$ cat src/rtl/mem_stage_pkg.sv
// Shared constants and helpers for the MEM pipeline stage.
package mem_stage_pkg;

  localparam int unsigned MS_ADDR_W = 32;
  localparam int unsigned MS_RF_W   = 5;

  // Access size codes shared by MemRead and MemWrite.
  localparam logic [1:0] MEM_NONE = 2'b00;
  localparam logic [1:0] MEM_BYTE = 2'b01;
  localparam logic [1:0] MEM_HALF = 2'b10;
  localparam logic [1:0] MEM_WORD = 2'b11;

  // Natural alignment check: half needs bit 0 clear, word needs bits 1:0 clear.
  function automatic logic mem_misaligned(input logic [1:0] size, input logic [1:0] addr_lo);
    logic mis;
    mis = 1'b0;
    case (size)
      MEM_HALF: mis = addr_lo[0];
      MEM_WORD: mis = |addr_lo;
      default:  mis = 1'b0;
    endcase
    return mis;
  endfunction

endpackage

$ cat src/rtl/mem_store_align.sv
// Byte-lane steering for stores: byte enables, lane-replicated data, alignment flag.
module mem_store_align import mem_stage_pkg::*; #(
  parameter int unsigned DATA_W = MS_ADDR_W
) (
  input  logic [1:0]        size,
  input  logic [1:0]        addr_lo,
  input  logic [DATA_W-1:0] data,
  output logic [3:0]        wen,
  output logic [DATA_W-1:0] wdata,
  output logic              misaligned
);

  // Decode size/offset into lane enables; a misaligned access enables no lane.
  always_comb begin
    misaligned = mem_misaligned(size, addr_lo);
    wen        = 4'h0;
    wdata      = data;
    case (size)
      MEM_BYTE: begin
        wen   = 4'b0001 << addr_lo;
        wdata = {(DATA_W/8){data[7:0]}};
      end
      MEM_HALF: begin
        wen   = 4'b0011 << {addr_lo[1], 1'b0};
        wdata = {(DATA_W/16){data[15:0]}};
      end
      MEM_WORD: wen = 4'hF;
      default:  wen = 4'h0;
    endcase
    if (misaligned) wen = 4'h0;
  end

endmodule

$ cat src/rtl/mem_stage.sv
// MEM stage: EX->MEM pipeline register, data_sram request, wb handshake,
// misalignment flags and a forwarding / load-use view for ID.
module mem_stage import mem_stage_pkg::*; #(
  parameter int unsigned ADDR_W = MS_ADDR_W,
  parameter int unsigned RF_W   = MS_RF_W
) (
  input  logic              clk,
  input  logic              reset,
  input  logic              es_valid,
  output logic              ms_allowin,
  input  logic              es_MemtoReg,
  input  logic              es_RegWrite,
  input  logic [1:0]        es_MemWrite,
  input  logic [1:0]        es_MemRead,
  input  logic [ADDR_W-1:0] es_Aluout,
  input  logic [ADDR_W-1:0] es_busB,
  input  logic [RF_W-1:0]   es_rd,
  input  logic              flush,
  input  logic              ws_allowin,
  output logic              ms_to_ws_valid,
  output logic              MemtoReg,
  output logic              RegWrite,
  output logic [1:0]        MemWrite,
  output logic [1:0]        MemRead,
  output logic [ADDR_W-1:0] Aluout,
  output logic [ADDR_W-1:0] busB,
  output logic [RF_W-1:0]   rd,
  output logic              data_sram_en,
  output logic [3:0]        data_sram_wen,
  output logic [ADDR_W-1:0] data_sram_addr,
  output logic [ADDR_W-1:0] data_sram_wdata,
  output logic              ms_fwd_valid,
  output logic [RF_W-1:0]   ms_fwd_rd,
  output logic [ADDR_W-1:0] ms_fwd_data,
  output logic              ms_load_use,
  output logic              ms_adel,
  output logic              ms_ades
);

  logic              ms_valid_q;
  logic              memtoreg_q, regwrite_q;
  logic [1:0]        memwrite_q, memread_q;
  logic [ADDR_W-1:0] aluout_q, busb_q;
  logic [RF_W-1:0]   rd_q;

  logic       es_store, es_mis;
  logic [1:0] es_size;
  logic       is_store, is_load, mis;
  logic [1:0] ms_size;
  logic [3:0] al_wen;

  // Incoming misalignment is resolved at capture so RegWrite to wb stays a pure register.
  always_comb begin
    es_store = |es_MemWrite;
    es_size  = es_store ? es_MemWrite : es_MemRead;
    es_mis   = mem_misaligned(es_size, es_Aluout[1:0]);
  end

  assign ms_allowin = !ms_valid_q || ws_allowin;

  // Pipeline register: capture on allowin; flush only kills an instruction left in place.
  always_ff @(posedge clk or posedge reset) begin
    if (reset) begin
      ms_valid_q <= 1'b0;
      memtoreg_q <= 1'b0;
      regwrite_q <= 1'b0;
      memwrite_q <= MEM_NONE;
      memread_q  <= MEM_NONE;
      aluout_q   <= '0;
      busb_q     <= '0;
      rd_q       <= '0;
    end else if (ms_allowin) begin
      ms_valid_q <= es_valid;
      memtoreg_q <= es_MemtoReg;
      regwrite_q <= es_RegWrite && !es_mis;
      memwrite_q <= es_MemWrite;
      memread_q  <= es_MemRead;
      aluout_q   <= es_Aluout;
      busb_q     <= es_busB;
      rd_q       <= es_rd;
    end else if (flush) begin
      ms_valid_q <= 1'b0;
    end
  end

  // Write wins when both read and write codes are set.
  always_comb begin
    is_store = |memwrite_q;
    is_load  = !is_store && (|memread_q);
    ms_size  = is_store ? memwrite_q : memread_q;
  end

  mem_store_align #(
    .DATA_W (ADDR_W)
  ) u_align (
    .size       (ms_size),
    .addr_lo    (aluout_q[1:0]),
    .data       (busb_q),
    .wen        (al_wen),
    .wdata      (data_sram_wdata),
    .misaligned (mis)
  );

  // Request only on the cycle the instruction advances into wb.
  always_comb begin
    ms_to_ws_valid = ms_valid_q && !flush;
    data_sram_en   = ms_valid_q && ws_allowin && !flush && (is_store || is_load) && !mis;
    data_sram_wen  = (data_sram_en && is_store) ? al_wen : 4'h0;
    data_sram_addr = {aluout_q[ADDR_W-1:2], 2'b00};
    ms_adel        = ms_valid_q && is_load && mis;
    ms_ades        = ms_valid_q && is_store && mis;
    ms_fwd_valid   = ms_valid_q && regwrite_q && (|rd_q);
    ms_fwd_rd      = rd_q;
    ms_fwd_data    = aluout_q;
    ms_load_use    = ms_valid_q && is_load;
  end

  assign MemtoReg = memtoreg_q;
  assign RegWrite = regwrite_q;
  assign MemWrite = memwrite_q;
  assign MemRead  = memread_q;
  assign Aluout   = aluout_q;
  assign busB     = busb_q;
  assign rd       = rd_q;

endmodule
$ cat config.mk
export PLATFORM = sky130hd
export DESIGN_NAME = mem_stage
export DESIGN_NICKNAME = d
export VERILOG_FILES = /design/src/rtl/mem_stage_pkg.sv /design/src/rtl/mem_store_align.sv /design/src/rtl/mem_stage.sv
export SDC_FILE = /design/constraint.sdc
export NUM_CORES = 1
export LEC_CHECK = 0
export CORE_UTILIZATION = 33
export DETAILED_ROUTE_END_ITERATION = 6
export GPL_ROUTABILITY_DRIVEN = 1
export PLACE_DENSITY = 0.79
export SYNTH_ARGS = -nofsm -noshare
export SYNTH_HDL_FRONTEND = slang
export SYNTH_HIERARCHICAL = 1
export SYNTH_SLANG_ARGS = --single-unit
$ cat constraint.sdc
create_clock -name clk -period 2.2 [get_ports clk]
set_clock_uncertainty 0.15 [all_clocks]
set_input_delay 0.33 -clock clk [delete_from_list [all_inputs] [get_ports clk]]
set_output_delay 0.33 -clock clk [all_outputs]
set_load 0.02 [all_outputs]
-- Yosys cells after proc, flatten, opt, wreduce, memory -nomap -nowiden
Cells that the tools add are included.
Widths: inputs -> output; s select.
- register bits: 76
- output and inout port bits: 187
- equal/unequal tests: 5
- reduce and logical (&&, ||, !) cells: 28
- mux-type cells: 10
- shift operators: 2
- operators by type and width (operator ; number):
    $pmux 32 s2 ; 1
    $logic_and 1x1->1 ; 14
    $pmux 4 s3 ; 1
    $reduce_or 2->1 ; 5
    $eq 2x2->1 const B ; 4
    $mux 4 ; 2
    $logic_not 1->1 ; 5
    $reduce_or 5->1 ; 1
    $mux 2 ; 2
    $pmux 1 s2 ; 2
    $shl 1x2->4 const A ; 1
    $shl 2x2->4 const A ; 1
    $eq 2x1->1 const B ; 1
    $logic_or 1x1->1 ; 2
    $mux 1 ; 2
    $reduce_bool 2->1 ; 1

-- Longest topological paths before layout
Gate-level depths: netlist (run 1).
- word-level depth: 8
- gate-level depth with buffers: 9

-- By module
Netlist (run 1), hierarchy kept.
- by module, submodules not included (module ; cells each ; times used ; area each (sq um) ; seq. area each (sq um)):
    mem_stage ; 416 ; 1 ; 3559.7 ; 1901.8
    mem_store_align ; 98 ; 1 ; 586.8 ; 0.0

-- Least setup slack after synthesis (run 1)
Ideal clock, no wire load.
- path kind: register to output
- from: register memread_q[1], in the netlist MemRead[1]
- to: output data_sram_wdata[16]
- buffers on the path: 2
- stages on the path, launching flop included: 8
- arrival: 1932 ps
- required time: 1720 ps
- setup slack: -212 ps
- cells stage by stage: dfrtp_1 -> inv_1 -> o21ai_0 -> inv_1 -> ha_1 -> buf_2 -> clkbuf_1 -> o22ai_1
- longest elaborated chain between the ends: 3
- elaborated cells between the ends (all ways): 4
- RTL lines (what ; line ; text):
    from (decl) ; mem_stage.sv:42 ; logic [1:0] memwrite_q, memread_q;
    from (signal assigned) ; mem_stage.sv:77 ; memread_q <= es_MemRead;
    $mux 2 * ; mem_stage.sv:90 ; ms_size = is_store ? memwrite_q : memread_q;
    via ms_size[1] ; mem_stage.sv:49 ; logic [1:0] ms_size;
    $eq 2x2->1 / $eq 2x1->1 (equally long branches) ; mem_store_align.sv:18 ; case (size)
    $pmux 32 s2 * ; mem_store_align.sv:18 ;
    to (decl) ; mem_stage.sv:31 ; output logic [ADDR_W-1:0] data_sram_wdata,
Mark *: on every way through the listed nets, which the timed path passes. The rest lies on a longest branch.

-- Worst setup path after layout (run 1)
- from: register memwrite_q[0], in the netlist MemWrite[0]
- to: output data_sram_wen[1]
- elaborated cells between the ends (all ways): 16
- RTL lines (what ; line ; text):
    from (decl) ; mem_stage.sv:42 ;
    from (signal assigned) ; mem_stage.sv:76 ; memwrite_q <= es_MemWrite;
    $reduce_or 2->1 ; mem_stage.sv:88 ; is_store = |memwrite_q;
    $mux 2 * ; mem_stage.sv:90 ;
    via ms_size[0] ; mem_stage.sv:49 ;
    $eq 2x2->1 / $eq 2x1->1 (equally long branches) ; mem_stage_pkg.sv:17, mem_store_align.sv:18 ;
    $pmux 4 s3 / $pmux 1 s2 (equally long branches) ; mem_store_align.sv:18, mem_stage_pkg.sv:17 ;
    $mux 4 * ; mem_store_align.sv:30 ; if (misaligned) wen = 4'h0;
    via al_wen[1] ; mem_stage.sv:50 ; logic [3:0] al_wen;
    $mux 4 * ; mem_stage.sv:108 ; data_sram_wen = (data_sram_en && is_store) ? al_wen : 4'h0;
    to (decl) ; mem_stage.sv:29 ; output logic [3:0] data_sram_wen,
Marked as above.

==> results of run 1 <==
[kinds of logic after synthesis]
logic type | after synthesis | synth area share (%)
compound gates | 53 | 8.21
fa+ha+maj | 5 | 1.51
buf+inv | 119 | 19.5
flops | 76 | 45.9
other cells | 1 | 0.0904
simple gates | 260 | 24.8
[layer usage]
layer | share of wire, % | wire (um) | global-route usage (%) | up-vias
li1 | - | - | - | 1968
met1 | 37 | 5450 | 23.6 | 1977
met2 | 51 | 7610 | 39.6 | 221
met3 | 9.5 | 1400 | 6.41 | 22
met4 | 2.2 | 331 | 8.83 | 0
met5 | 0 | 0 | 0 | -
[worst max-delay path, delay by kind of cell (launching register included)]
kind	cells	cell delay (ns)
and+or+nand+nor	2	0.32
AOI/OAI and AO/OA	3	0.44
adders and majority gates	1	0.18
buffers and inverters	4	0.51
DFF	1	0.39
[synthesized netlist by cell type]
cell and instances:
inv_1 16, nand2_1 228, o22ai_1 8, buf_2 14, and3b_1 1, nand3b_1 1, ha_1 5, o21ai_1 1
buf_6 5, o21bai_1 2, clkbuf_1 1, or3_1 1, a22oi_1 8, conb_1 1, nor2_1 14, a21o_1 1
o211ai_1 1, o21ai_0 6, buf_4 82, inv_2 1, a22o_1 8, a21oi_1 17, nand4bb_1 1, nor2b_1 4
nor2_2 1, nand3_1 1, nand2b_1 2, o311a_1 1, and2_1 6, dfrtp_1 76
[power by group through the flow]
| stage | sequential, mW | combinational (mW) | clock, mW |
|---|---|---|---|
| after floorplan | 1.87 | 1.10 | 0 |
| after global placement | 1.70 | 2.23 | 0 |
| after detailed placement | 1.71 | 2.26 | 0 |
| after CTS | 1.69 | 2.60 | 1.48 |
| after global routing | 1.72 | 2.81 | 1.55 |
| final | 1.70 | 2.68 | 1.44 |
[per-stage QoR]
stage	total power, mW	hold slack, ns
after floorplan	2.97	0.288
after global placement	3.93	0.304
after detailed placement	3.97	0.317
after CTS	5.78	0.329
after global routing	6.08	0.358
final	5.82	0.319
[flip-flops by register name, summed over array words and instances (netlist names)]
signal and count:
MemRead 2, ms_valid_q 1, ms_fwd_rd 5, RegWrite 1
Aluout 32, busB 32, MemtoReg 1, MemWrite 2
[worst min-delay path by stage]
stage / from / end / slack (ns) / cells after the start
after detailed placement: MemtoReg$_DFFE_PP0N_ / MemtoReg$_DFFE_PP0N_ / 0.32 / 2
after floorplan: flush / ms_valid_q$_DFFE_PP0P_ / 0.29 / 1
after CTS: reset / Aluout[21]$_DFFE_PP0N_ / 0.33 / 3
final: reset / Aluout[13]$_DFFE_PP0N_ / 0.32 / 3
after global placement: MemtoReg$_DFFE_PP0N_ / MemtoReg$_DFFE_PP0N_ / 0.30 / 2
after global routing: MemtoReg$_DFFE_PP0N_ / MemtoReg$_DFFE_PP0N_ / 0.36 / 2
[final cells by class]
| type | instances | area (um2) |
|---|---|---|
| fillers | 1005 | 4640 |
| repair buffers | 309 | 3100 |
| flip-flops and latches | 76 | 1900 |
| multi-input cells | 320 | 1900 |
| clock buffers | 10 | 239 |
| well taps | 168 | 210 |
| inverters | 17 | 67.6 |
| clock inverters | 5 | 52.6 |
| diodes | 1 | 2.50 |
[timing repair]
action | CTS | global route
hold buffers | 0 | 0
pin swaps | 11 | 16
gates cloned | 1 | 0
setup buffers | 3 | 6
gates resized for setup | 234 | 37
endpoints found under the setup margin | 33 | 34
==> out/results.tsv, run 1 <==
metric	value	unit
Worst R2R End	MemWrite[1]$_DFFE_PP0N_	
Int Pwr	3.76	mW
grt total ovfl	0	
critical path endpoint category	output pin	
maximum clock path buffer count	2	
YS warnings	6	
Netlist cell types	30	
Die ar.	13000	um2
R2R cell count	4	
Sequential Power Share	29.2	%
Root Driver	clkbuf_16	
dpl hpwl	10400	um
gr usage total	21.8	%
die height	114	um
vias in the first global route	4183	
vias per cell	4.62	
slew margin rel.	45.4	%
Worst Slack Setup Final	-0.449	ns
Placeable Area	12100	um2
min cycle time layout	2.65	ns
leading area contributor after synthesis	dfrtp_1	
final setup vio count	31	
Antenna Violating Nets Remaining	0	
cell area power density	779	nW/um2
io pins	267	
outcome	complete, but fails checks	
max_cap viols	0	
crit path from	MemWrite[0]$_DFFE_PP0N_	
kind of critical path	reg -> out	
via count	4188	
post-synth top area share	45.9	%
Gate Count Post-Synth	514	
layout cells sized above 1	21.8	%
Setup WS pre-CTS	-0.695	ns
static leakage	3.44	nW
clock tree sinks	76	
switching pwr	2.07	mW
Total Nets Final	818	
TritonCTS clock tree	done	
first-pass GRT wire length	21700	um
endpoints failing hold	0	
Min-Delay Path Class	in -> async	
startpoint types	flip-flop	
RSZ-0062 raised after global routing	true	
H-tree depth	3	
Mean Syn Cell Area	8.07	um2
worst vdd ir	331	uV
Worst-path clk slew	0.06	ns
worst-skew pair later-pin latency	0.32	ns
Post-Syn Area	4150	um2
1st-iter DRT viols	314	
DRC Markers	0	
Highest Clock Rate	378	MHz
initial antenna violation count	1	
Final Cell Area	7470	um2
initial core utilization	34.2	%
pin count of the biggest net entering global routing	77	
Layout Cells excl Fill	906	
Tcrit/Tclk final	120	%
dpl cells	881	
crit path DAT	2.17	ns
crit path capture	data_sram_wen[1]	
flops & latches, synth	76	
max-slew violations	0	
Critical Path Max Stage Delay	0.39	ns
Combinational Power Share	46.0	%
area grow syn2layout	80.3	%
sequential area share after synthesis	45.9	%
Crit path required time	1.72	ns
reg2reg setup slack	0.33	ns
most frequent cells in the layout	clkdlybuf4s50_1, nand2_1, dfrtp_1	
routed length per placed instance	16.3	um
crit-path cells	buf_4, a21o_4, inv_2, ha_4, buf_12, a21oi_1, o21ai_0, nor2b_2, and2_4, buf_4	
Die Width	114	um
worst slew pin tran	0.818	ns
Slowest-stage cell, CP	dfrtp_1	
Critical R2R Launch	ms_valid_q$_DFFE_PP0P_	
total negative slack	-10.72	ns
WL final	14800	um
Synth area leaders	dfrtp_1, nand2_1, buf_4, a21oi_1, a22o_1	
Rows	40	
dpl cell area	6660	um2
Switching Fraction	35.5	%
gp weighted congestion	0.896	
post-layout util	61.7	%
port bufs	264	
Clk pwr share	24.8	%
most common cell after layout, fill and taps aside	clkdlybuf4s50_1	
failing checks	negative setup slack	
total CTS buffers	9	
TritonRoute pass-1 iters	5	
crit-path max FO	10	
Critical Path Most Common Cell	buf_4	
Note: power is estimated with default switching activity, not from simulation.
==> run 2: changes to the inputs <==
--- a/config.mk
+++ b/config.mk
@@ -8,6 +8,7 @@
 export CORE_UTILIZATION = 33
 export DETAILED_ROUTE_END_ITERATION = 6
 export GPL_ROUTABILITY_DRIVEN = 1
+export MAX_ROUTING_LAYER = met4
 export PLACE_DENSITY = 0.79
 export SYNTH_ARGS = -nofsm -noshare
 export SYNTH_HDL_FRONTEND = slang
==> run 2 against run 1 <==
Net effect: the flow still finishes with violations (negative setup slack); final cell count unchanged; register-to-register slack is essentially flat; via count increased by 0.21%; worst setup slack got worse by 0.00087 ns; sequential share of layout area rose by 0.051 points; utilization fell by 0.12 points; design area decreased by 0.20%.
==> out/results.tsv, run 2 (same netlist as run 1, synthesis figures left out) <==
metric	value	unit
Highest Clock Rate	377	MHz
post-layout util	61.6	%
outcome	complete, but fails checks	
Placeable Area	12100	um2
die height	114	um
1st-iter DRT viols	327	
CP top delay family	buffers and inverters	
cell area power density	779	nW/um2
Total Nets Final	818	
vias per cell	4.63	
Hold Worst Slack	0.320	ns
layout cells sized above 1	21.7	%
startpoint types	flip-flop	
RSZ-0062 raised after global routing	true	
final setup vio count	31	
Post-CTS Hold Buffers	0	
WL final	14600	um
clock tree sinks	76	
first-pass GRT wire length	21700	um
maximum clock path buffer count	2	
Antenna Violating Nets Remaining	0	
max-slew violations	0	
initial antenna violation count	1	
Rows	40	
critical path endpoint category	output pin	
Worst-path clk slew	0.06	ns
area grow syn2layout	79.9	%
H-tree depth	3	
endpoints failing hold	0	
Min-Delay Path Class	in -> async	
Die Width	114	um
Critical Path Max Stage Delay	0.39	ns
TritonRoute pass-1 iters	4	
TritonCTS clock tree	done	
Crit path required time	1.72	ns
most frequent cells in the layout	clkdlybuf4s50_1, nand2_1, dfrtp_1	
Die ar.	13000	um2
Root Driver	clkbuf_16	
crit path DAT	2.17	ns
kind of critical path	reg -> out	
Power, Total	5.81	mW
crit-path cells	buf_4, a21o_4, inv_2, ha_4, buf_12, a21oi_1, o21ai_0, nor2b_2, and2_4, buf_4	
grt total ovfl	0	
Slowest-stage cell, CP	dfrtp_1	
gr usage total	22.4	%
total negative slack	-10.63	ns
dpl cell area	6660	um2
crit path buf inv count	4	
Critical Path Most Common Cell	buf_4	
initial core utilization	34.2	%
DRC Markers	0	
total CTS buffers	9	
io pins	267	
failing checks	negative setup slack	
via count	4197	
slew margin rel.	45.6	%
Final Cell Area	7460	um2
pin count of the biggest net entering global routing	77	
port bufs	264	
worst vdd ir	332	uV
static leakage	3.44	nW
routed length per placed instance	16.2	um
crit-path max FO	10	
vias in the first global route	4188	
min cycle time layout	2.65	ns
worst slew pin tran	0.816	ns
Tcrit/Tclk final	120	%
Worst Slack Setup Final	-0.450	ns
max_cap viols	0	
dpl hpwl	10400	um
most common cell after layout, fill and taps aside	clkdlybuf4s50_1	
worst-skew pair later-pin latency	0.32	ns
gp weighted congestion	0.912	
==> run 2: cell type report <==
| cell class | count | area, um2 |
|---|---|---|
| Fill cell | 1010 | 4650 |
| Timing Repair Buffer | 309 | 3090 |
| Sequential cell | 76 | 1900 |
| Multi-Input combinational cell | 320 | 1900 |
| Clock buffer | 10 | 239 |
| Tap cell | 168 | 210 |
| Inverter | 17 | 67.6 |
| Clock inverter | 5 | 52.6 |
| Antenna cell | 1 | 2.50 |
==> run 2: path summary, 6_finish.rpt <==
path | from | endpoint | slack, ns | depth (start not counted)
min | reset | Aluout[13]$_DFFE_PP0N_ | 0.32 | 3
max reg2reg | ms_valid_q$_DFFE_PP0P_ | MemWrite[1]$_DFFE_PP0N_ | 0.34 | 4
max | MemWrite[0]$_DFFE_PP0N_ | data_sram_wen[1] | -0.45 | 10
min reg2reg | MemtoReg$_DFFE_PP0N_ | MemtoReg$_DFFE_PP0N_ | 0.33 | 2
max in group asynchronous | reset | MemWrite[1]$_DFFE_PP0N_ | 1.24 | 3
min in group clk | MemtoReg$_DFFE_PP0N_ | MemtoReg$_DFFE_PP0N_ | 0.33 | 2
==> run 2: metal layers <==
layer / wire, um / vias up / track usage (%) / share of wire, %
met2: 7470 / 212 / 39.6 / 51
li1: - / 1973 / - / -
met4: 403 / 0 / 8.74 / 2.8
met1: 5580 / 1984 / 24.2 / 38
met3: 1180 / 28 / 5.51 / 8.1
met5: 0 / - / - / 0
==> run 2: through the flow <==
stage	setup slack, ns	instances
after detailed placement	-0.695	881
after global placement	-0.646	881
after global routing	-0.534	906
after floorplan	-0.0501	515
final	-0.450	906
after CTS	-0.383	900
==> run 2: worst register-to-register path: stages, from the launching register on <==
cell	delay, ns
dfrtp_1	0.39
buf_4	0.15
nor2b_4	0.15
buf_4	0.64
o21ai_0	0.22
==> run 2: where the power goes <==
part | leakage, nW | switching (mW) | total (mW) | internal [mW]
Sequential | 0.904 | 0.162 | 1.70 | 1.54
Clock | 0.144 | 0.544 | 1.44 | 0.896
Combinational | 2.39 | 1.35 | 2.67 | 1.32
==> run 2: repair_timing <==
| action | 4_1_cts | 5_1_grt |
|---|---|---|
| pin swaps | 11 | 16 |
| setup endpoints to repair | 33 | 34 |
| gates resized for setup | 234 | 33 |
| cloned | 1 | 0 |
| buffers inserted | 3 | 6 |
